`src/rtl/core_ifetch_if.sv`:
```
// rtl/core_ifetch_if.sv - fetch stage redirect, imem and decode signal bundle
interface core_ifetch_if;
  logic        i_redirect;
  logic [31:0] i_redirect_target;
  logic        o_imem_req;
  logic [31:0] o_imem_addr;
  logic        i_imem_gnt;
  logic        i_imem_rvalid;
  logic [31:0] i_imem_rdata;
  logic        o_valid;
  logic        i_ready;
  logic [31:0] o_pc;
  logic [31:0] o_instr;

  // fetch stage side
  modport master (
    input  i_redirect, i_redirect_target, i_imem_gnt, i_imem_rvalid, i_imem_rdata, i_ready,
    output o_imem_req, o_imem_addr, o_valid, o_pc, o_instr
  );

  // memory / decode / branch side
  modport slave (
    output i_redirect, i_redirect_target, i_imem_gnt, i_imem_rvalid, i_imem_rdata, i_ready,
    input  o_imem_req, o_imem_addr, o_valid, o_pc, o_instr
  );
endinterface

```
`src/rtl/core_ifetch.sv`:
```
// rtl/core_ifetch.sv - instruction fetch: PC, in-order imem requests, instruction buffer, redirect flush
module core_ifetch #(
  parameter logic [31:0] RESET_PC  = 32'h0000_0000,
  parameter int          BUF_DEPTH = 2
) (
  input logic           i_clk,
  input logic           i_rstn,
  core_ifetch_if.master bus
);
  localparam int PW = $clog2(BUF_DEPTH);
  localparam int CW = PW + 1;
  localparam int SW = CW + 1;

  logic [31:0]   fetch_pc;
  logic [31:0]   resp_pc;
  logic [CW-1:0] outstanding;
  logic [CW-1:0] discard_cnt;
  logic [CW-1:0] count;
  logic [PW-1:0] head;
  logic [PW-1:0] tail;
  logic          req_en;
  logic [31:0]   buf_pc    [BUF_DEPTH];
  logic [31:0]   buf_instr [BUF_DEPTH];

  logic [SW-1:0] occupancy;
  logic          req;
  logic          issue;
  logic          drop;
  logic          push;
  logic          pop;
  logic          valid;
  logic [31:0]   target_aligned;

  // Handshake decode; in-flight plus buffered words never exceed the buffer,
  // so a returning word always has a free slot.
  always_comb begin
    occupancy      = SW'(outstanding) + SW'(count);
    valid          = (count != '0);
    req            = req_en & ~bus.i_redirect & (occupancy < SW'(BUF_DEPTH));
    issue          = req & bus.i_imem_gnt;
    drop           = bus.i_imem_rvalid & (discard_cnt != '0);
    push           = bus.i_imem_rvalid & (discard_cnt == '0) & ~bus.i_redirect;
    pop            = valid & bus.i_ready & ~bus.i_redirect;
    target_aligned = bus.i_redirect_target & ~32'h3;
  end

  assign bus.o_imem_req  = req;
  assign bus.o_imem_addr = fetch_pc;
  assign bus.o_valid     = valid;
  assign bus.o_pc        = valid ? buf_pc[head] : 32'h0;
  assign bus.o_instr     = valid ? buf_instr[head] : 32'h0;

  // PC, counters and buffer pointers; redirect overrides every other update
  always_ff @(posedge i_clk or negedge i_rstn) begin
    if (!i_rstn) begin
      fetch_pc    <= RESET_PC;
      resp_pc     <= RESET_PC;
      outstanding <= '0;
      discard_cnt <= '0;
      count       <= '0;
      head        <= '0;
      tail        <= '0;
      req_en      <= 1'b0;
    end else begin
      req_en <= 1'b1;
      if (bus.i_redirect) begin
        fetch_pc    <= target_aligned;
        resp_pc     <= target_aligned;
        outstanding <= outstanding - CW'(bus.i_imem_rvalid);
        discard_cnt <= outstanding - CW'(bus.i_imem_rvalid);
        count       <= '0;
        head        <= '0;
        tail        <= '0;
      end else begin
        if (issue) begin
          fetch_pc <= fetch_pc + 32'd4;
        end
        outstanding <= outstanding + CW'(issue) - CW'(bus.i_imem_rvalid);
        if (drop) begin
          discard_cnt <= discard_cnt - 1'b1;
        end
        if (push) begin
          resp_pc <= resp_pc + 32'd4;
          tail    <= tail + 1'b1;
        end
        if (pop) begin
          head <= head + 1'b1;
        end
        count <= count + CW'(push) - CW'(pop);
      end
    end
  end

  // Buffer storage; stale entries are never visible because outputs are gated by count
  always_ff @(posedge i_clk) begin
    if (push) begin
      buf_pc[tail]    <= resp_pc;
      buf_instr[tail] <= bus.i_imem_rdata;
    end
  end

  // Memory must never return data that was not requested
  rvalid_has_request: assert property (
    @(posedge i_clk) disable iff (!i_rstn) bus.i_imem_rvalid |-> (outstanding != '0)
  );
endmodule

```
`src/flat_wrapper.sv`:
```
// flat-port wrapper written by rule: the top's interface ports become plain ports
module core_ifetch_flat 
#(
  parameter logic [31:0] RESET_PC  = 32'h0000_0000,
  parameter int          BUF_DEPTH = 2
)
  (i_clk, i_rstn, bus_i_redirect, bus_i_redirect_target, bus_i_imem_gnt, bus_i_imem_rvalid, bus_i_imem_rdata, bus_i_ready, bus_o_imem_req, bus_o_imem_addr, bus_o_valid, bus_o_pc, bus_o_instr);
  core_ifetch_if bus_i ();
  input logic i_clk;
  input logic i_rstn;
  input wire logic [$bits(bus_i.i_redirect)-1:0] bus_i_redirect;
  input wire logic [$bits(bus_i.i_redirect_target)-1:0] bus_i_redirect_target;
  input wire logic [$bits(bus_i.i_imem_gnt)-1:0] bus_i_imem_gnt;
  input wire logic [$bits(bus_i.i_imem_rvalid)-1:0] bus_i_imem_rvalid;
  input wire logic [$bits(bus_i.i_imem_rdata)-1:0] bus_i_imem_rdata;
  input wire logic [$bits(bus_i.i_ready)-1:0] bus_i_ready;
  output wire logic [$bits(bus_i.o_imem_req)-1:0] bus_o_imem_req;
  output wire logic [$bits(bus_i.o_imem_addr)-1:0] bus_o_imem_addr;
  output wire logic [$bits(bus_i.o_valid)-1:0] bus_o_valid;
  output wire logic [$bits(bus_i.o_pc)-1:0] bus_o_pc;
  output wire logic [$bits(bus_i.o_instr)-1:0] bus_o_instr;
  assign bus_i.i_redirect = bus_i_redirect;
  assign bus_i.i_redirect_target = bus_i_redirect_target;
  assign bus_i.i_imem_gnt = bus_i_imem_gnt;
  assign bus_i.i_imem_rvalid = bus_i_imem_rvalid;
  assign bus_i.i_imem_rdata = bus_i_imem_rdata;
  assign bus_i.i_ready = bus_i_ready;
  assign bus_o_imem_req = bus_i.o_imem_req;
  assign bus_o_imem_addr = bus_i.o_imem_addr;
  assign bus_o_valid = bus_i.o_valid;
  assign bus_o_pc = bus_i.o_pc;
  assign bus_o_instr = bus_i.o_instr;
  core_ifetch #(.RESET_PC(RESET_PC), .BUF_DEPTH(BUF_DEPTH)) u_core (.i_clk(i_clk), .i_rstn(i_rstn), .bus(bus_i));
endmodule
```
`config.mk`:
```
export PLATFORM = sky130hd
export DESIGN_NAME = core_ifetch_flat
export DESIGN_NICKNAME = d
export VERILOG_FILES = /design/src/rtl/core_ifetch_if.sv /design/src/rtl/core_ifetch.sv /design/src/flat_wrapper.sv
export SDC_FILE = /design/constraint.sdc
export NUM_CORES = 1
export LEC_CHECK = 0
export CAP_MARGIN = 20
export CORE_ASPECT_RATIO = 0.5
export CORE_MARGIN = 4
export CORE_UTILIZATION = 54
export CTS_BUF_LIST = sky130_fd_sc_hd__clkbuf_4 sky130_fd_sc_hd__clkbuf_8
export DETAILED_ROUTE_END_ITERATION = 16
export PLACE_DENSITY = 0.94
export SLEW_MARGIN = 25
export SYNTH_ARGS = -nofsm -noshare
export SYNTH_HDL_FRONTEND = slang
export SYNTH_SLANG_ARGS = --single-unit
export TNS_END_PERCENT = 5
```
`constraint.sdc`:
```
create_clock -name i_clk -period 7.8 [get_ports i_clk]
set_input_delay 1.56 -clock i_clk [delete_from_list [all_inputs] [get_ports i_clk]]
set_output_delay 1.56 -clock i_clk [all_outputs]
set_load 0.1 [all_outputs]
```
==> Yosys cells after proc, flatten, opt, wreduce, memory -nomap -nowiden <==
Memories as Yosys holds them, arrays and structs flattened.
Index checks and enable logic that the tools add are counted.
{ "word_totals": {"out_inout_bits": 98, "inputBits": 70, "ff_bits": 73, "ram_bits": 128, "n_memories": 2, "latchBits": 0, "rom_bits": 0} }
{ "memory_table": {"columns": ["name", "depth", "word_bits", "rd", "rd_clocked_by_memory_dff", "wr", "line", "rtl"], "rows": [
  ["u_core.buf_instr", 2, 32, 1, 0, 1, "core_ifetch.sv:23", "logic [31:0] buf_instr [BUF_DEPTH];"],
  ["u_core.buf_pc", 2, 32, 1, 0, 1, "core_ifetch.sv:22", "logic [31:0] buf_pc [BUF_DEPTH];"]
]} }
{ "classes": {"div": 0, "n_reduce_logical": 7, "order_cmp": 1, "n_shift": 0, "n_eq_ne": 0, "n_addsub": 11, "n_mul": 0, "n_mux": 16, "bitwise_logic": 9} }
{ "op_table": {"columns": ["operator", "n"], "rows": [
  ["32-bit 2-to-1 mux", 6],
  ["32-bit by 3-bit adder with 32-bit output (second input constant)", 2],
  ["2-bit nonzero test", 6],
  ["1-bit AND", 8],
  ["2-bit 2-to-1 mux", 4],
  ["1-bit 2-to-1 mux", 6],
  ["2-bit by 1-bit subtractor with 2-bit output", 3],
  ["2-bit by 1-bit adder with 2-bit output", 2],
  ["2-bit by 2-bit adder with 3-bit output", 1],
  ["3-bit by 2-bit < comparator with 1-bit output (second input constant)", 1],
  ["1-bit adder (second input constant)", 2],
  ["2-bit zero test", 1],
  ["2-bit by 1-bit subtractor with 2-bit output (second input constant)", 1],
  ["1-bit inverter", 1]
]} }

==> Logic depth before layout (Yosys ltp) <==
{ "depth": {"depth_word": 7, "ltp_mapped": 9, "depth_no_buf": 9} }

==> Worst setup path after synthesis <==
OpenSTA, ideal clock, no wires.
{ "synth_path": {"path_type": "input to register", "start": "in bus_i_redirect", "end": "mem u_core.buf_instr[0][0], enable pin", "setup_time_ns": 0.559, "path_stages": 3, "path_slack_ns": 1.100, "n_path_buf": 2, "t_arrival_ns": 6.141, "required_time_ns": 7.241, "cell_sequence": "buf_6 clkbuf_1 nor3_1"} }
{ "synth_between": {"elab_chain_len": 4} }
{ "synth_lines": {"columns": ["element", "line", "rtl"], "rows": [
  ["start: declaration", "flat_wrapper.sv:11", "input wire logic [$bits(bus_i.i_redirect)-1:0] bus_i_redirect;"],
  ["1-bit inverter", "core_ifetch.sv:42", "push = bus.i_imem_rvalid & (discard_cnt == '0) & ~bus.i_redirect;"],
  ["1-bit AND", "core_ifetch.sv:42", null],
  ["1-bit 2-to-1 mux", "core_ifetch.sv:96", "if (push) begin"],
  ["1-bit 2-to-1 mux (implied by the code)", "core_ifetch.sv:98", "buf_instr[tail] <= bus.i_imem_rdata;"],
  ["end: declaration", "core_ifetch.sv:23", null]
]} }
No other way between the ends.

==> Worst setup path in the final report <==
{ "layout_path": {"start": "in bus_i_redirect", "end": "out bus_o_imem_req"} }
{ "layout_between": {"elab_chain_len": 3} }
{ "layout_lines": {"columns": ["element", "line", "rtl"], "rows": [
  ["1-bit inverter", "core_ifetch.sv:39", "req = req_en & ~bus.i_redirect & (occupancy < SW'(BUF_DEPTH));"],
  ["1-bit AND (2 in a row)", "core_ifetch.sv:39", null],
  ["end: declaration", "flat_wrapper.sv:17", "output wire logic [$bits(bus_i.o_imem_req)-1:0] bus_o_imem_req;"]
]} }
No other way between the ends.

==> metrics.md <==
| Metric | Value |
|---|---|
| Share of cells above drive strength 1 | about 11% |
| Async set-reset flop share out of synthesis | between 30% and 40% |
| Clock Sinks | 193 |
| Die area | 18200 um^2 |
| Sw Pwr | about 1500 uW |
| Int Power | ~1800 uW |
| Clock skew | about 26 ps |
| Pre-CTS WS | 2430 ps |
| Initial antenna violation count | 0 |
| Area grow syn2layout | 25.5% |
| Cell variety after synth | 56 |
| Post-Synth XOR/XNOR Area | about 5.6% |
| RePlAce Congestion | 0.869 |
| Sw Share | 45.9% |
| DR WL/cell | 19.7 um |
| Pre-antenna DRT Iters | 5 |
| Crit path launch type | primary input |
| Core region area | 15500 um^2 |
| Vias in the first global route | 5995 |
| Leakage | between 0.003 and 0.004 uW |
| Fraction of the mapped netlist area in simple logic gates | 12.8% |
| Final antenna diode count | 0 |
| All-layer global routing usage | 22.0% |
| Largest family of logic cells by synthesized area | simple AND/OR/NAND/NOR gates |
| Worst min path class | reg2reg |
| Clock Tree Buf Depth | 2 |
| Total power per unit cell area | between 300 and 400 nW/um^2 |
| Area of placed instances | 10400 um^2 |
| Hold Path Cell Cnt | 0 |
| Grt ovf | 0 |
| Sequential share of power | 39.0% |
| Synthesized cell area | 8650 um^2 |
| Post CTS Setup Buffer Count | 0 |
| Top area cells in the synthesized netlist | edfxtp_1, dfrtp_1, mux2i_1, mux2_2, nor2_1 |
| Synth top area share | a little over two fifths |
| Share of power burned in the clock network | 19.4% |
| Synth Register Bits | 193 |
| Final setup violation count | 0 |
| Tightest Pin Transition | 1050 ps |
| Post-route cell area | 10900 um^2 |
| Max VDD drop | approximately 0.00015 V |
| Top_reg_cell synth | edfxtp_1 |
| Seq/Total Area, Yosys | a little over three fifths |
| Via count | roughly 6000 |
| Clock-pin slew of the registers on the worst-case setup and hold paths | 120 ps |
| Ports | between 150 and 200 |
| Unrepaired setup endpoints after global routing | false |
| Cells after synthesis | 652 |
| Gate power share | between 40% and 50% |
| Initial Util | between 50% and 60% |
| Vias/cell | 5.85 |
| Outcome | finished clean |
| Adder-Cell Fraction of Synth Area | 1.24% |
| Overall Power | 3350 uW |
| Final nets | 888 |
| Final setup margin | 2430 ps |
| Root Driver | clkbuf_8 |
| Most frequent cell after synthesis | edfxtp_1 |
| Avg Inst Size Synth | 13.3 um^2 |
| IO Port Bufs | 161 |
| CTS tree | built |
| Ys Warns | 0 |
| Max Clock Freq | 186 MHz |
| Cts bufs inserted | 17 |
| Number of flops mapped to enable cells by yosys | 124 |
| WS Path Type | in2out |
| Post-route ant nets | 0 |
| Final Hold Fails | 0 |
| Reg2Reg Depth | 8 |
| Drt drc | 0 |
| Final-report max-slew violation count | 0 |
| Crit Reg-Reg Startpoint | u_core.count[0] |
| Max Cap Violations | 0 |
| First-pass GRT wire length | 32.2 mm |
| Mux cell area share after synthesis | 12.1% |
| CTS resizes | 0 |
| First DRT Iteration DRCs | 441 |
| Routed WL | 20.3 mm |
| Crit path time final | 5370 ps |
| Clk_lat worst skew | between 400 and 500 ps |
| Flop2flop setup slack | approximately 5100 ps |
| Reg2reg end | u_core.bus.o_imem_addr[29] |
| Hold Path Sink | u_core.buf_pc[0][24] |
| Final period utilization | between 60% and 70% |
| Compound-Gate Fraction of Synth Area | 2.86% |
| Setup TNS | 0 ps |
| H-Tree Depth | 4 |
| Min-delay src | u_core.resp_pc[24] |
| Die Wd | between 150 and 200 um |
| Critical path arrival | between 3000 and 4000 ps |
| Largest net degree at the start of global routing | 70 |
| Post-synth top cells | edfxtp_1, nor2_1, dfrtp_1 |
| Relative slew slack | 30.0% |
| Worst-path maximum fanout | 28 |
| Worst setup EP type | output port |
| DP HPWL | 13.4 mm |
| Post-CTS Hold Fix Bufs | 0 |
| Site row count | 32 |
| CP Data Required Time | 6240 ps |
| Final core occ | 69.9% |
| Die H | approximately 100 um |
| Cell taking the most area after synthesis | edfxtp_1 |
-- worst max path at each step --
stage                                   endpoint  slack, ps  depth (start not counted)      startpoint
final                             bus_o_imem_req       2430                          4  bus_i_redirect
after global routing              bus_o_imem_req       2380                          4  bus_i_redirect
after CTS                         bus_o_imem_req       2430                          4  bus_i_redirect
after detailed placement          bus_o_imem_req       2430                          4  bus_i_redirect
after global placement            bus_o_imem_req       2460                          4  bus_i_redirect
after floorplan           u_core.buf_instr[0][0]       1100                          3  bus_i_redirect
-- cells by family (layout without fill, tap and decap cells) --
family | count (synthesis) | after routing
other | 2 | 5
and+or+nand+nor | 209 | 209
muxes | 100 | 100
AOI/OAI and AO/OA | 39 | 39
buffers and inverters | 46 | 214
DFF | 193 | 193
xor gates and xnor gates | 55 | 55
adders and majority gates | 8 | 8
-- metal layers --
layer / wire length, um / track usage (%) / vias up
li1: - / - / 2683
met1: 8350 / 28.8 / 2932
met2: 9850 / 37.3 / 329
met3: 1590 / 4.31 / 68
met4: 475 / 7.44 / 0
met5: 0 / 0 / -
-- critical path: stages --
cell and delay (ps):
clkdlybuf4s50_1 390, buf_4 240, nor4b_4 400, clkdlybuf4s50_1 1210
-- registers in the layout, summed over array words and instances (netlist names) --
name                    count
u_core.tail                 1
u_core.buf_pc              60
u_core.bus.o_imem_addr     30
u_core.buf_instr           64
u_core.count                2
u_core.req_en               1
u_core.head                 1
u_core.discard_cnt          2
u_core.outstanding          2
u_core.resp_pc             30
-- cell type report --
class,count,area (um^2)
sequential,193,5450
fill,1022,4670
multi-input combinational,416,3020
timing repair buffer,167,1660
tap,204,255
clock buffer,18,241
clock inverter,14,160
inverter,15,63.8
-- per-stage QoR --
step / hold slack [ps] / cells
2_1_floorplan: 462 / 655
3_3_place_gp: 490 / 994
3_5_place_dp: 529 / 994
4_1_cts: 555 / 1026
5_1_grt: 578 / 1027
6_report: 562 / 1027
-- power groups by stage --
stage / Clock (uW) / Combinational, uW / Sequential, uW
after floorplan: 0 / 949 / 1420
after global placement: 0 / 1350 / 1330
after detailed placement: 0 / 1370 / 1340
after CTS: 658 / 1380 / 1320
after global routing: 703 / 1450 / 1320
final: 649 / 1390 / 1300
-- cell usage in the layout (no fill, tap or decap), drive strengths merged, types with 5 or more instances in the layout --
cell           count
a21oi             11
and2               6
and3              11
and4               5
buf                7
clkbuf            18
clkdlybuf4s50    160
clkinv             6
conb               5
dfrtp             69
edfxtp           124
ha                 7
inv               23
mux2              35
mux2i             65
nand2             26
nand3             27
nand4             26
nor2              85
nor4               8
o21ai             11
xnor2             35
xor2              20
(Power assumes the default switching activity.)
